===== config.mk =====
export PLATFORM = sky130hd
export DESIGN_NAME = countdown_ctrl
export DESIGN_NICKNAME = d
export VERILOG_FILES = /design/src/rtl/countdown_ctrl.sv
export SDC_FILE = /design/constraint.sdc
export NUM_CORES = 1
export LEC_CHECK = 0
export CORE_UTILIZATION = 45
export CTS_CLUSTER_SIZE = 12
export DETAILED_ROUTE_END_ITERATION = 8
export PLACE_DENSITY = 0.64
export REMOVE_ABC_BUFFERS = 1
export SETUP_SLACK_MARGIN = 0.02
export SLEW_MARGIN = 20
export SYNTH_ARGS = -nofsm -noshare
export SYNTH_HDL_FRONTEND = slang
export SYNTH_SLANG_ARGS = --single-unit

===== constraint.sdc =====
create_clock -name clk -period 2.94 [get_ports clk]
set_clock_uncertainty 0.2 [all_clocks]
set_input_delay 0.588 -clock clk [delete_from_list [all_inputs] [get_ports clk]]
set_output_delay 0.588 -clock clk [all_outputs]
set_load 0.1 [all_outputs]

===== src/rtl/countdown_ctrl.sv =====
// Countdown timer controller: BCD preset entry, one-second tick countdown,
// pause/resume and a timed alarm with a single-cycle done pulse.
module countdown_ctrl #(
    parameter int DIGITS   = 2,
    parameter int TICK_DIV = 1000,
    parameter int BEEP_SEC = 3
) (
    input  logic                  clk,
    input  logic                  nrst,
    input  logic                  en,
    input  logic                  key_start,
    input  logic                  key_clr,
    input  logic [DIGITS-1:0]     key_inc,
    output logic [4*DIGITS-1:0]   bcd,
    output logic [2:0]            state,
    output logic                  beep,
    output logic                  done
);

    localparam int TICK_W   = (TICK_DIV > 2) ? $clog2(TICK_DIV) : 1;
    localparam int BEEP_CYC = BEEP_SEC * TICK_DIV;
    localparam int BEEP_W   = $clog2(BEEP_CYC);
    localparam int BCD_W    = 4 * DIGITS;

    localparam logic [2:0] ST_OFF   = 3'd0;
    localparam logic [2:0] ST_IDLE  = 3'd1;
    localparam logic [2:0] ST_RUN   = 3'd2;
    localparam logic [2:0] ST_PAUSE = 3'd3;
    localparam logic [2:0] ST_ALARM = 3'd4;

    localparam logic [BCD_W-1:0]  BCD_ZERO  = {BCD_W{1'b0}};
    localparam logic [TICK_W-1:0] TICK_LAST = TICK_W'(TICK_DIV - 1);
    localparam logic [BEEP_W-1:0] BEEP_LAST = BEEP_W'(BEEP_CYC - 1);

    logic [2:0]        state_r, state_s;
    logic [BCD_W-1:0]  bcd_r, bcd_s;
    logic [BCD_W-1:0]  preset_r, preset_s;
    logic [TICK_W-1:0] tick_r, tick_s;
    logic [BEEP_W-1:0] beep_cnt_r, beep_cnt_s;
    logic              beep_r, beep_s;
    logic              done_r, done_s;
    logic [BCD_W-1:0]  dec_s;

    // Single BCD digit increment, wrapping 9 -> 0.
    function automatic logic [3:0] digit_inc(input logic [3:0] d);
        logic [3:0] r;
        if (d >= 4'd9) begin
            r = 4'd0;
        end else begin
            r = d + 4'd1;
        end
        return r;
    endfunction

    // Whole-value BCD decrement with borrow rippling from the units digit up.
    function automatic logic [BCD_W-1:0] bcd_dec(input logic [BCD_W-1:0] v);
        logic [BCD_W-1:0] r;
        logic             borrow;
        r      = v;
        borrow = 1'b1;
        for (int i = 0; i < DIGITS; i++) begin
            if (!borrow) begin
                r[4*i +: 4] = v[4*i +: 4];
            end else if (v[4*i +: 4] == 4'd0) begin
                r[4*i +: 4] = 4'd9;
            end else begin
                r[4*i +: 4] = v[4*i +: 4] - 4'd1;
                borrow      = 1'b0;
            end
        end
        return r;
    endfunction

    // Next-state and datapath update, priority en=0 > clr > start > inc.
    always_comb begin
        state_s    = state_r;
        bcd_s      = bcd_r;
        preset_s   = preset_r;
        tick_s     = tick_r;
        beep_cnt_s = beep_cnt_r;
        beep_s     = beep_r;
        done_s     = 1'b0;
        dec_s      = bcd_dec(bcd_r);

        if (!en) begin
            state_s    = ST_OFF;
            bcd_s      = BCD_ZERO;
            preset_s   = BCD_ZERO;
            tick_s     = {TICK_W{1'b0}};
            beep_cnt_s = {BEEP_W{1'b0}};
            beep_s     = 1'b0;
        end else begin
            case (state_r)
                ST_OFF: begin
                    state_s  = ST_IDLE;
                    bcd_s    = BCD_ZERO;
                    preset_s = BCD_ZERO;
                    tick_s   = {TICK_W{1'b0}};
                    beep_s   = 1'b0;
                end
                ST_IDLE: begin
                    if (key_clr) begin
                        bcd_s    = BCD_ZERO;
                        preset_s = BCD_ZERO;
                    end else if (key_start) begin
                        if (bcd_r != BCD_ZERO) begin
                            preset_s = bcd_r;
                            tick_s   = {TICK_W{1'b0}};
                            state_s  = ST_RUN;
                        end else begin
                            state_s = ST_IDLE;
                        end
                    end else begin
                        // Digits roll independently: no carry between them.
                        for (int i = 0; i < DIGITS; i++) begin
                            if (key_inc[i]) begin
                                bcd_s[4*i +: 4] = digit_inc(bcd_r[4*i +: 4]);
                            end else begin
                                bcd_s[4*i +: 4] = bcd_r[4*i +: 4];
                            end
                        end
                    end
                end
                ST_RUN: begin
                    if (key_clr) begin
                        bcd_s   = preset_r;
                        state_s = ST_IDLE;
                    end else if (key_start) begin
                        state_s = ST_PAUSE;
                    end else if (tick_r == TICK_LAST) begin
                        tick_s = {TICK_W{1'b0}};
                        bcd_s  = dec_s;
                        if (dec_s == BCD_ZERO) begin
                            state_s    = ST_ALARM;
                            done_s     = 1'b1;
                            beep_s     = 1'b1;
                            beep_cnt_s = {BEEP_W{1'b0}};
                        end else begin
                            state_s = ST_RUN;
                        end
                    end else begin
                        tick_s = tick_r + TICK_W'(1);
                    end
                end
                ST_PAUSE: begin
                    if (key_clr) begin
                        bcd_s   = preset_r;
                        state_s = ST_IDLE;
                    end else if (key_start) begin
                        state_s = ST_RUN;
                    end else begin
                        state_s = ST_PAUSE;
                    end
                end
                ST_ALARM: begin
                    if (key_clr || key_start || (beep_cnt_r == BEEP_LAST)) begin
                        bcd_s      = preset_r;
                        beep_s     = 1'b0;
                        beep_cnt_s = {BEEP_W{1'b0}};
                        state_s    = ST_IDLE;
                    end else begin
                        beep_cnt_s = beep_cnt_r + BEEP_W'(1);
                    end
                end
                default: begin
                    state_s    = ST_IDLE;
                    bcd_s      = BCD_ZERO;
                    tick_s     = {TICK_W{1'b0}};
                    beep_cnt_s = {BEEP_W{1'b0}};
                    beep_s     = 1'b0;
                end
            endcase
        end
    end

    // State and datapath registers.
    always_ff @(posedge clk or negedge nrst) begin
        if (!nrst) begin
            state_r    <= ST_OFF;
            bcd_r      <= BCD_ZERO;
            preset_r   <= BCD_ZERO;
            tick_r     <= {TICK_W{1'b0}};
            beep_cnt_r <= {BEEP_W{1'b0}};
            beep_r     <= 1'b0;
            done_r     <= 1'b0;
        end else begin
            state_r    <= state_s;
            bcd_r      <= bcd_s;
            preset_r   <= preset_s;
            tick_r     <= tick_s;
            beep_cnt_r <= beep_cnt_s;
            beep_r     <= beep_s;
            done_r     <= done_s;
        end
    end

    assign bcd   = bcd_r;
    assign state = state_r;
    assign beep  = beep_r;
    assign done  = done_r;

endmodule


### Word-level counts from Yosys, hierarchy flattened

Index checks and enable logic that the tools add are counted.

| operators by class | value |
|---|---|
| equal/unequal tests | 27 |
| $add $sub $neg | 6 |
| muxes and demuxes | 62 |
| $lt $le $gt $ge | 2 |
| reduce and logical (&&, ||, !) cells | 17 |

Operator list:

| kind | count |
|---|---|
| 2-to-1 mux 8 bit | 12 |
| 2-to-1 mux 12 bit | 6 |
| 2-to-1 mux 10 bit | 7 |
| case mux 12 bit (3 select lines) | 1 |
| case mux 8 bit (4 select lines) | 1 |
| case mux 10 bit (3 select lines) | 1 |
| 2-to-1 mux 4 bit | 7 |
| inequality test 4 bit, second input constant | 7 |
| inequality test 3 bit, second input constant | 9 |
| 2-to-1 mux 3 bit | 8 |
| AND reduction 6 bit | 4 |
| case mux 8 bit (2 select lines) | 1 |
| 2-to-1 mux 1 bit | 14 |
| adder 12 x 1 -> 12 bit, second input constant | 1 |
| == test 12 bit, second input constant | 1 |
| case mux 3 bit (4 select lines) | 1 |
| adder 10 x 1 -> 10 bit, second input constant | 1 |
| == test 10 bit, second input constant | 1 |
| adder 4 x 1 -> 4 bit, second input constant | 2 |
| greater-or-equal comparator 4 bit, second input constant | 2 |
| zero test 4 bit | 2 |
| zero test 8 bit | 1 |
| nonzero test 8 bit | 1 |
| subtractor 4 x 1 -> 4 bit, second input constant | 2 |
| 15 further kinds | 21 |

| storage, ports and cells | value |
|---|---|
| bits in registers | 43 |
| output and inout bits | 13 |
| input port bits | 7 |
| word-level logic and storage cells | 122 |

### Longest topological paths before layout

Gate-level depths: netlist of run 1.

| depth | value |
|---|---|
| depth after elaboration | 10 |
| depth in mapped cells | 9 |
| mapped depth without buffers | 7 |

### Worst setup path before layout of run 1

Ideal clock, no wire load.

| path | value |
|---|---|
| path kind | reg2reg |
| start point | reg bcd_r[0], in the netlist bcd[0] |
| end point | reg beep_cnt_r[5] |
| data required time | 2613 ps |
| arrival | 2686 ps |
| clock period less this slack | 3013 ps |
| library setup time | 127 ps |
| setup slack | -73 ps |
| path buffers | 2 |
| cell stages (with the launch flop) | 10 |
| cells stage by stage | dfrtp_1 inv_1 ha_1 buf_4 nor3b_4 o211ai_2 o2111ai_4 nor4_4 buf_6 o211ai_2 |

| between the ends | value |
|---|---|
| word-level cells in the longest chain between the ends | 6 |
| elaborated cells between the ends (all ways) | 8 |
| those cells by class | add/sub (1); eq/ne (1); mux (3); reduce/logical (3) |

RTL lines:

| item | line | text |
|---|---|---|
| from (decl) | 36 | `logic [BCD_W-1:0] bcd_r, bcd_s;` |
| from (signal assigned) | 188 | `bcd_r <= bcd_s;` |
| branches (longest 3 deep; another with subtractor 4 x 1 -> 4 bit) | - |  |
| zero test 8 bit * | 133 | `if (dec_s == BCD_ZERO) begin` |
| inequality test 3 bit (no line) * | - |  |
| AND reduction 5 bit (no line) * | - |  |
| to (signal assigned) | 183 | `beep_cnt_r <= {BEEP_W{1'b0}};` |
| to (signal assigned) | 191 | `beep_cnt_r <= beep_cnt_s;` |
| to (decl) | 39 | `logic [BEEP_W-1:0] beep_cnt_r, beep_cnt_s;` |

Every way passes the cells marked *.
A chain may end at the register's enable or synchronous reset.

### Final worst setup path of run 1

| path | value |
|---|---|
| start point | reg bcd_r[1], in the netlist bcd[1] |
| end point | reg preset_r[6] |

| between the ends | value |
|---|---|
| word-level cells in the longest chain between the ends | 3 |

RTL lines:

| item | line | text |
|---|---|---|
| nonzero test 8 bit | 106 | `if (bcd_r != BCD_ZERO) begin` |
| inequality test 4 bit (no line) | - |  |
| AND reduction 3 bit (no line) | - |  |
| to (signal assigned) | 189 | `preset_r <= preset_s;` |
| to (decl) | 37 | `logic [BCD_W-1:0] preset_r, preset_s;` |

Every way passes these cells.

==> results of run 1 <==
## cell families after synthesis
family | synth area share (%)
compound gates | 25.65
xor+xnor | 0.8605
fa+ha+maj | 3.687
buf+inv | 5.203
flops | 35.23
mux | 3.851
simple gates | 25.52
## power groups by stage
stage	Clock [mW]	Combinational (mW)	Sequential, mW
4_1_cts	0.430	0.139	0.599
6_report	0.421	0.138	0.599
5_1_grt	0.453	0.151	0.600
3_5_place_dp	0	0.139	0.611
2_1_floorplan	0	0.0555	0.628
3_3_place_gp	0	0.138	0.611
## through the flow
stage                     setup slack, ns  cell area (sq um)  power, mW
after floorplan                   -0.3267               2967     0.6837
after global placement             0.1229               3468     0.7493
after detailed placement          0.06739               3468     0.7498
after CTS                          0.2750               3568      1.168
after global routing              0.09950               3568      1.204
final                              0.2879               3568      1.159
## synth_stat cells (8+ instances only)
master,count
a21oi_1,13
dfrtp_1,43
ha_1,9
inv_1,19
nand2_1,27
nand3_1,14
nor2_1,24
nor3_1,8
o21ai_0,25
## sequential cells by signal, summed over array words and instances (netlist names)
register	count
bcd	8
beep	1
done	1
state	3
beep_cnt_r	12
tick_r	10
preset_r	8
## final timing paths
path / slack, ns / endpoint
setup / recovery: 0.29 / preset_r[6]
hold / removal: 0.16 / beep_cnt_r[3]
setup reg to reg: 0.29 / preset_r[6]
hold reg to reg: 0.32 / tick_r[9]
max in group asynchronous: 1.99 / tick_r[2]
min in group clk: 0.32 / tick_r[9]
## cell type report
class                           instances  area (sq um)
Clock buffer                            8         100.1
Fill cell                             603          2890
Inverter                               19         71.32
Multi-Input combinational cell        262          1819
Sequential cell                        43          1076
Tap cell                               77         96.34
Timing Repair Buffer                   51         405.4
## cell usage in the layout, fill, tap and decap left out, types with 8 or more instances in the layout
cell type,n
a21oi_1,13
nand2_1,27
o21ai_0,25
dfrtp_1,43
nor2_1,24
buf_4,44
nand3_1,14
nor3_1,8
ha_1,9
inv_1,19
## layer usage
metal / global-route usage [%] / routed length [microns]
met2: 37.78 / 3624
met1: 29.23 / 3513
met3: 3.441 / 224
met5: 0 / 0
met4: 7.396 / 115
==> results.sh, run 1 <==
export IMPL_cp_max_fo=8
export IMPL_yosysUniqueCellTypes=75
export IMPL_antenna_left=0
export IMPL_die_w_microns=84.39
export IMPL_cp_top_family="simple AND/OR/NAND/NOR gates"
export IMPL_overflow=0
export IMPL_antenna_found_initial=0
export IMPL_grt_setup_unrepaired="no"
export IMPL_p_per_area_nw_per_um2=324.7
export IMPL_cts_buffer_depth=2
export IMPL_ir_drop_v=0.0001614
export IMPL_cts_sinks=43
export IMPL_status="completed"
export IMPL_start_util_pct=47.29
export IMPL_ioPinCount=20
export IMPL_drc_errors=0
export IMPL_port_buffer_count=19
export IMPL_tightest_slew_ns=0.6227
export IMPL_yosysTopAreaCellShare_pct=35.23
export IMPL_synth_seq_area_share_pct=35.23
export IMPL_yosys_most_used_dff="dfrtp_1"
export IMPL_arrival_ns=2.63
export IMPL_layout_min_cycle_time_ns=2.652
export IMPL_cp_num_buf_inv=1
export IMPL_cpPeakStageDelay_ns=0.47
export IMPL_avgSynthCellArea_sq_um=9.036
export IMPL_vias=2750
export IMPL_path_cells="inv_1 > ha_1 > or3b_1 > o21ai_1 > a311oi_1 > nor2b_1 > mux2_1"
export IMPL_drtIter0Drc=117
export IMPL_fin_nets=398
export IMPL_tns_ns=0
export IMPL_grt_max_degree=44
export IMPL_critPathLaunchType="flop"
export IMPL_end_kind="flop"
export IMPL_synthesis_area_sq_um=3054
export IMPL_synthTopCellsByArea="dfrtp_1, o21ai_0, ha_1"
export IMPL_p_leak_nw=1.563
export IMPL_cts_setup_buffers=0
export IMPL_numCtsBuffers=5
export IMPL_async_flop_share_pct=100.0
export IMPL_drive_gt1_share_pct=21.93
export IMPL_dr_pass1_iters=4
export IMPL_switching_power_uw=300.3
export IMPL_fp_row_count=29
export IMPL_r2r_start="bcd[1]"
export IMPL_clock_latency_ns=0.30
export IMPL_fin_cells=460
export IMPL_clockPowerShare_pct=36.4
export IMPL_grt_pass1_wl_mm=12.70
export IMPL_reg2reg_depth=7
export IMPL_synth_warnings=0
export IMPL_dieHeight_microns=84.39
export IMPL_synthCells=338
export IMPL_p_sw_share_pct=25.92
export IMPL_routed_wl_mm=7.477
export IMPL_gp_congestion=0.9129
export IMPL_hp_class="input port to asynchronous set/reset pin"
export IMPL_antenna_cells=0
export IMPL_finalHoldViolCount=0
export IMPL_tritoncts="built"
export IMPL_cts_htree_levels=2
export IMPL_placed_cells=452
export IMPL_synth_edf_count=0
export IMPL_final_util_pct=55.25
export IMPL_ys_ff_latch=43
export IMPL_place_hpwl_mm=5.709
export IMPL_via_per_inst=5.978
export IMPL_critPathSlowestCell="or3b_1"
export IMPL_syn2layout_area_growth_pct=16.84
export IMPL_pwr_share_seq_pct=51.7
export IMPL_cts_root_buf="clkbuf_8"
export IMPL_maxSlewViolCount=0
export IMPL_hold_ws_ns=0.1560
export IMPL_required_ns=2.91
export IMPL_crit_type="flop to flop"
export IMPL_p_comb_share_pct=11.9
export IMPL_cts_hold_buf=0
export IMPL_routedWlPerCell_microns=16.25
export IMPL_finalCritPeriodShare_pct=90.21
export IMPL_setup_viol=0
export IMPL_relSlewSlack_pct=58.49
export IMPL_path_clk_slew_ns=0.09
export IMPL_cts_resized=0
export IMPL_fp_coreArea_sq_um=6459
export IMPL_internal_power_uw=858.3
export IMPL_fp_dieArea_sq_um=7121
export IMPL_cp_num_cells=7
export IMPL_startpoint="bcd[1]"
export IMPL_drv_cap=0
export IMPL_yosysTopAreaCell="dfrtp_1"
export IMPL_grt_pass1_vias=2606
export IMPL_grtUsageTotal_pct=22.27
export IMPL_clock_fmax_ghz=0.3771
Power figures use the tool's default switching activity.
==> run 2, diff against run 1 <==
CORE_MARGIN = 2   (was unset)
==> run 2 against run 1 <==
The run now ends with hold timing left. Clock-buffer cell count fell by 1. Hold slack worse by 0.16 ns. Setup slack better by 0.083 ns.
==> results.sh, run 2 (synthesis gave the netlist of run 1 again) <==
export IMPL_hp_class="input port to asynchronous set/reset pin"
export IMPL_cp_max_fo=10
export IMPL_routedWlPerCell_microns=16.85
export IMPL_port_buffer_count=19
export IMPL_maxSlewViolCount=0
export IMPL_grt_pass1_vias=2794
export IMPL_ir_drop_v=0.0002035
export IMPL_clock_latency_ns=0.30
export IMPL_cts_resized=0
export IMPL_vias=2791
export IMPL_critPathSlowestCell="nor2_1"
export IMPL_grt_setup_unrepaired="no"
export IMPL_drtIter0Drc=125
export IMPL_critPathLaunchType="input port"
export IMPL_start_util_pct=45.71
export IMPL_fp_coreArea_sq_um=6681
export IMPL_grt_max_degree=28
export IMPL_setup_viol=0
export IMPL_crit_type="input port to flop"
export IMPL_antenna_found_initial=0
export IMPL_ioPinCount=20
export IMPL_finalHoldViolCount=5
export IMPL_fp_row_count=30
export IMPL_cts_htree_levels=2
export IMPL_status="finished, violations left"
export IMPL_cts_root_buf="clkbuf_8"
export IMPL_cts_sinks=43
export IMPL_drive_gt1_share_pct=23.00
export IMPL_largest_reg_flops=12
export IMPL_reg2reg_slack_ns=0.45
export IMPL_fp_dieArea_sq_um=7462
export IMPL_required_ns=2.97
export IMPL_drc_errors=0
export IMPL_path_cells="clkdlybuf4s50_1 > buf_4 > nor4b_2 > buf_4 > nand2_1 > nor2_1 > a22o_1"
export IMPL_arrival_ns=2.60
export IMPL_r2r_end="bcd[0]"
export IMPL_path_clk_slew_ns=0.09
export IMPL_tritoncts="built"
export IMPL_clock_fmax_ghz=0.3893
export IMPL_antenna_cells=0
export IMPL_finalCritPeriodShare_pct=87.37
export IMPL_via_per_inst=5.976
export IMPL_multi_input_area_sq_um=1819
export IMPL_post_place_ws_ns=-0.1829
export IMPL_dr_pass1_iters=4
export IMPL_cpPeakStageDelay_ns=0.63
export IMPL_power_mw=1.172
export IMPL_fin_ws_ns=0.3712
export IMPL_syn2layout_area_growth_pct=18.07
export IMPL_routed_wl_mm=7.868
export IMPL_layout_min_cycle_time_ns=2.569
export IMPL_r2r_start="beep_cnt_r[0]"
export IMPL_dieHeight_microns=86.39
export IMPL_tightest_slew_ns=0.8052
export IMPL_violations="hold timing"
export IMPL_overflow=0
export IMPL_end_kind="flop"
export IMPL_gp_congestion=0.9009
export IMPL_p_leak_nw=1.579
export IMPL_final_seq_area_sq_um=1076
export IMPL_mostFrequentLayoutCell="buf_4"
export IMPL_relSlewSlack_pct=46.12
export IMPL_grt_pass1_wl_mm=13.53
export IMPL_cts_buffer_depth=2
export IMPL_layout_common_cells="buf_4, dfrtp_1, nand2_1"
export IMPL_place_hpwl_mm=5.913
export IMPL_antenna_left=0
export IMPL_reg2reg_depth=7
export IMPL_top_register="beep_cnt_r"
export IMPL_fill_cells=612
export IMPL_hold_ws_ns=-0.007065
export IMPL_numCtsBuffers=5
export IMPL_p_per_area_nw_per_um2=325.0
export IMPL_drv_cap=0
export IMPL_top_regs="beep_cnt_r x12, tick_r x10"
export IMPL_grtUsageTotal_pct=22.61
export IMPL_cpMostUsedCell="buf_4"
export IMPL_fin_nets=402
export IMPL_die_w_microns=86.39
[run 2: cell count changes in the layout (fill, tap and decap cells not counted), sizes merged]
cell,previous run,this run
buf,46,50
clkbuf,8,7
clkinvlp,0,1
[run 2: critical path, delay by kind of cell]
family | cells | cell delay [ns]
buffers and inverters | 3 | 0.81
AND/OR/NAND/NOR | 3 | 0.97
AO/OA/AOI/OAI | 1 | 0.24
[run 2: cell type report]
class,count,area share (%)
clock buffers,7,2.672
clock inverters,1,0.2082
inverters,19,1.978
multi-input cells,262,50.45
flip-flops and latches,43,29.84
well taps,80,2.776
repair buffers,55,12.07
[run 2: layer usage]
layer  routed length, microns  vias to the layer above  share of wire, %  track usage (%)
met1                     3661                     1374                47            29.59
met2                     3866                       46                49            38.74
li1                         -                     1362                 -                -
met3                      240                        9               3.1            3.333
met4                       99                        0               1.3            6.676
met5                        0                        -                 0                0
[run 2: through the flow]
step	hold slack, ns	TNS (ns)	instances	cell area, sq um	util, %
global route	0.01843	0	467	3606	53.97
finish	-0.007065	0	467	3606	53.97
CTS	0.003575	0	466	3586	53.67
floorplan	0.09241	-3.574	324	2967	-
global placement	0.2904	-1.243	458	3482	52.12
detailed placement	0.2829	-1.573	458	3482	52.12
[run 2: report_power, final]
| part | switching [mW] | internal [mW] |
|---|---|---|
| clock | 0.215 | 0.214 |
| combinational | 0.0914 | 0.0530 |
| sequential | 0.00533 | 0.593 |
[run 2: worst max path at each step]
stage | cells after the start | slack [ns] | end | startpoint
finish | 7 | 0.37 | preset_r[7] | key_clr
global route | 7 | 0.22 | preset_r[5] | key_clr
CTS | 6 | 0.15 | beep_cnt_r[0] | key_clr
detailed placement | 6 | -0.18 | beep_cnt_r[0] | key_clr
global placement | 6 | -0.16 | beep_cnt_r[0] | key_clr
floorplan | 7 | -0.33 | beep_cnt_r[0] | bcd[0]
[run 2: timing repair]
item / in CTS / in global routing
endpoints found under the setup margin: 0 / 4
buffers inserted: 0 / 1
endpoints found under the hold margin: 0 / 0
hold buffers: 0 / 0
==> run 3, diff against run 2 <==
CTS_BUF_LIST = sky130_fd_sc_hd__clkbuf_2   (was unset)
SETUP_SLACK_MARGIN = unset   (was 0.02)
==> run 3 against run 2 <==
The flow now finishes without violations. Hold slack better by 0.32 ns. Maximum frequency is 5.9% lower. Sequential share of layout area is 0.62 points higher. Final cell count stayed put. Clock power is 40% lower. Power is 15% lower. First-iteration DRC count stayed put. Non-clock buffer count stayed put. Global-route usage hardly changed. Sequential cell count stayed put. Clock-buffer cell count is 2 lower. Combinational power hardly changed. Critical path type is now flop to flop. Critical endpoint is now beep_cnt_r[0]. Largest power group unchanged.
==> results.sh, run 3 (synthesis gave the netlist of run 1 again) <==
export IMPL_fin_nets=402
export IMPL_layout_common_cells="buf_4, dfrtp_1, nand2_1"
export IMPL_dr_pass1_iters=4
export IMPL_cp_max_fo=12
export IMPL_fin_area_sq_um=3532
export IMPL_dieHeight_microns=86.39
export IMPL_finalCritPeriodShare_pct=92.83
export IMPL_cts_setup_buffers=0
export IMPL_dpl_cell_area_sq_um=3482
export IMPL_p_per_area_nw_per_um2=283.7
export IMPL_clock_fmax_ghz=0.3664
export IMPL_path_clk_slew_ns=0.24
export IMPL_layout_min_cycle_time_ns=2.729
export IMPL_via_per_inst=5.955
export IMPL_cts_root_buf="clkbuf_2"
export IMPL_gp_congestion=0.9009
export IMPL_start_util_pct=45.71
export IMPL_mostFrequentLayoutCell="buf_4"
export IMPL_setup_viol=0
export IMPL_required_ns=3.05
export IMPL_fill_cells=626
export IMPL_switching_power_uw=300.4
export IMPL_clockPowerShare_pct=25.6
export IMPL_cts_htree_levels=2
export IMPL_syn2layout_area_growth_pct=15.65
export IMPL_tritoncts="built"
export IMPL_finalHoldViolCount=0
export IMPL_met2_length_mm=3.819
export IMPL_grt_pass1_vias=2788
export IMPL_p_sw_share_pct=29.98
export IMPL_vias=2781
export IMPL_antenna_found_initial=0
export IMPL_cts_buffer_depth=2
export IMPL_grt_pass1_wl_mm=13.52
export IMPL_critPathLaunchType="flop"
export IMPL_arrival_ns=2.84
export IMPL_tightest_slew_ns=1.002
export IMPL_drc_errors=0
export IMPL_placed_cells=458
export IMPL_port_buffer_count=19
export IMPL_p_comb_share_pct=14.5
export IMPL_fp_row_count=30
export IMPL_ioPinCount=20
export IMPL_grt_max_degree=28
export IMPL_met3_length_microns=242
export IMPL_met1_length_mm=3.674
export IMPL_end_kind="flop"
export IMPL_antenna_cells=0
export IMPL_drive_gt1_share_pct=22.22
export IMPL_drv_cap=0
export IMPL_fp_dieArea_sq_um=7462
export IMPL_numCtsBuffers=5
export IMPL_cts_sinks=43
export IMPL_internal_power_uw=701.6
export IMPL_antenna_left=0
export IMPL_grt_setup_unrepaired="no"
export IMPL_fin_cells=467
export IMPL_die_w_microns=86.39
export IMPL_overflow=0
export IMPL_hp_class="flop to flop"
export IMPL_grtUsageTotal_pct=22.65
export IMPL_final_util_pct=52.87
export IMPL_place_hpwl_mm=5.913
export IMPL_routed_wl_mm=7.844
export IMPL_status="completed"
export IMPL_top_register="beep_cnt_r"
export IMPL_largest_reg_flops=12
export IMPL_routedWlPerCell_microns=16.80
export IMPL_top_regs="beep_cnt_r x12, tick_r x10"
export IMPL_fp_coreArea_sq_um=6681
export IMPL_ir_drop_v=0.0001599
export IMPL_highest_layer="met4"
export IMPL_pwr_share_seq_pct=59.9
export IMPL_clock_latency_ns=0.43
export IMPL_tns_ns=0
export IMPL_relSlewSlack_pct=32.73
export IMPL_power_mw=1.002
export IMPL_maxSlewViolCount=0
export IMPL_crit_type="flop to flop"
export IMPL_cts_resized=0
export IMPL_drtIter0Drc=125
export IMPL_p_leak_nw=1.549
## run 3: cell count changes in the layout (fill, tap and decap cells not counted), sizes merged
cell	delta
clkbuf	-2
clkinv	+2
buf	-1
dlygate4sd3	+1
## run 3: path summary, 6_finish.rpt
path,slack [ns],start,cells past startpoint,endpoint
max,0.21,bcd[5],7,beep_cnt_r[0]
min,0.31,tick_r[9],1,tick_r[9]
max reg2reg,0.21,bcd[5],7,beep_cnt_r[0]
min reg2reg,0.31,tick_r[9],1,tick_r[9]
max in group asynchronous,1.45,nrst,3,preset_r[5]
min in group asynchronous,0.36,nrst,2,beep_cnt_r[6]
## run 3: critical path: stages, from the launching register on
cell and delay, ns:
dfrtp_1 0.42, inv_1 0.07, ha_1 0.15, or3b_4 0.40, o211ai_2 0.12, o2111ai_4 0.19
nor4_4 0.92, o22ai_2 0.16
## run 3: power by group through the flow
| stage | combinational (mW) | clock, mW | sequential (mW) |
|---|---|---|---|
| floorplan | 0.0555 | 0 | 0.628 |
| global placement | 0.143 | 0 | 0.610 |
| detailed placement | 0.144 | 0 | 0.610 |
| CTS | 0.146 | 0.272 | 0.600 |
| global route | 0.158 | 0.291 | 0.601 |
| finish | 0.145 | 0.257 | 0.600 |
## run 3: layout make-up
cell class	instances	area (sq um)	share of cell area (%)
Clock buffer	5	25.02	0.7085
Timing Repair Buffer	55	425.4	12.04
Multi-Input combinational cell	262	1819	51.51
Inverter	19	71.32	2.019
Tap cell	80	100.1	2.834
Sequential cell	43	1076	30.46
Clock inverter	3	15.01	0.4251
## run 3: stage by stage
step                      hold WS [ns]  setup slack [ns]
after floorplan                0.09241           -0.3267
after global placement          0.2904           -0.1583
after detailed placement        0.2829           -0.1829
after CTS                       0.3113            0.1763
after global routing            0.3433           0.01428
final                           0.3096            0.2108
## run 3: routing by layer
| layer | GRT usage, % | vias up |
|---|---|---|
| li1 | - | 1360 |
| met1 | 29.40 | 1368 |
| met2 | 38.74 | 43 |
| met3 | 3.333 | 10 |
| met4 | 7.386 | 0 |
| met5 | 0 | - |
## run 3: what timing repair did
| action | 4_1_cts | 5_1_grt |
|---|---|---|
| endpoints found under the setup margin | 0 | 3 |
| hold endpoints to repair | 16 | 0 |
| hold buffers | 1 | 0 |
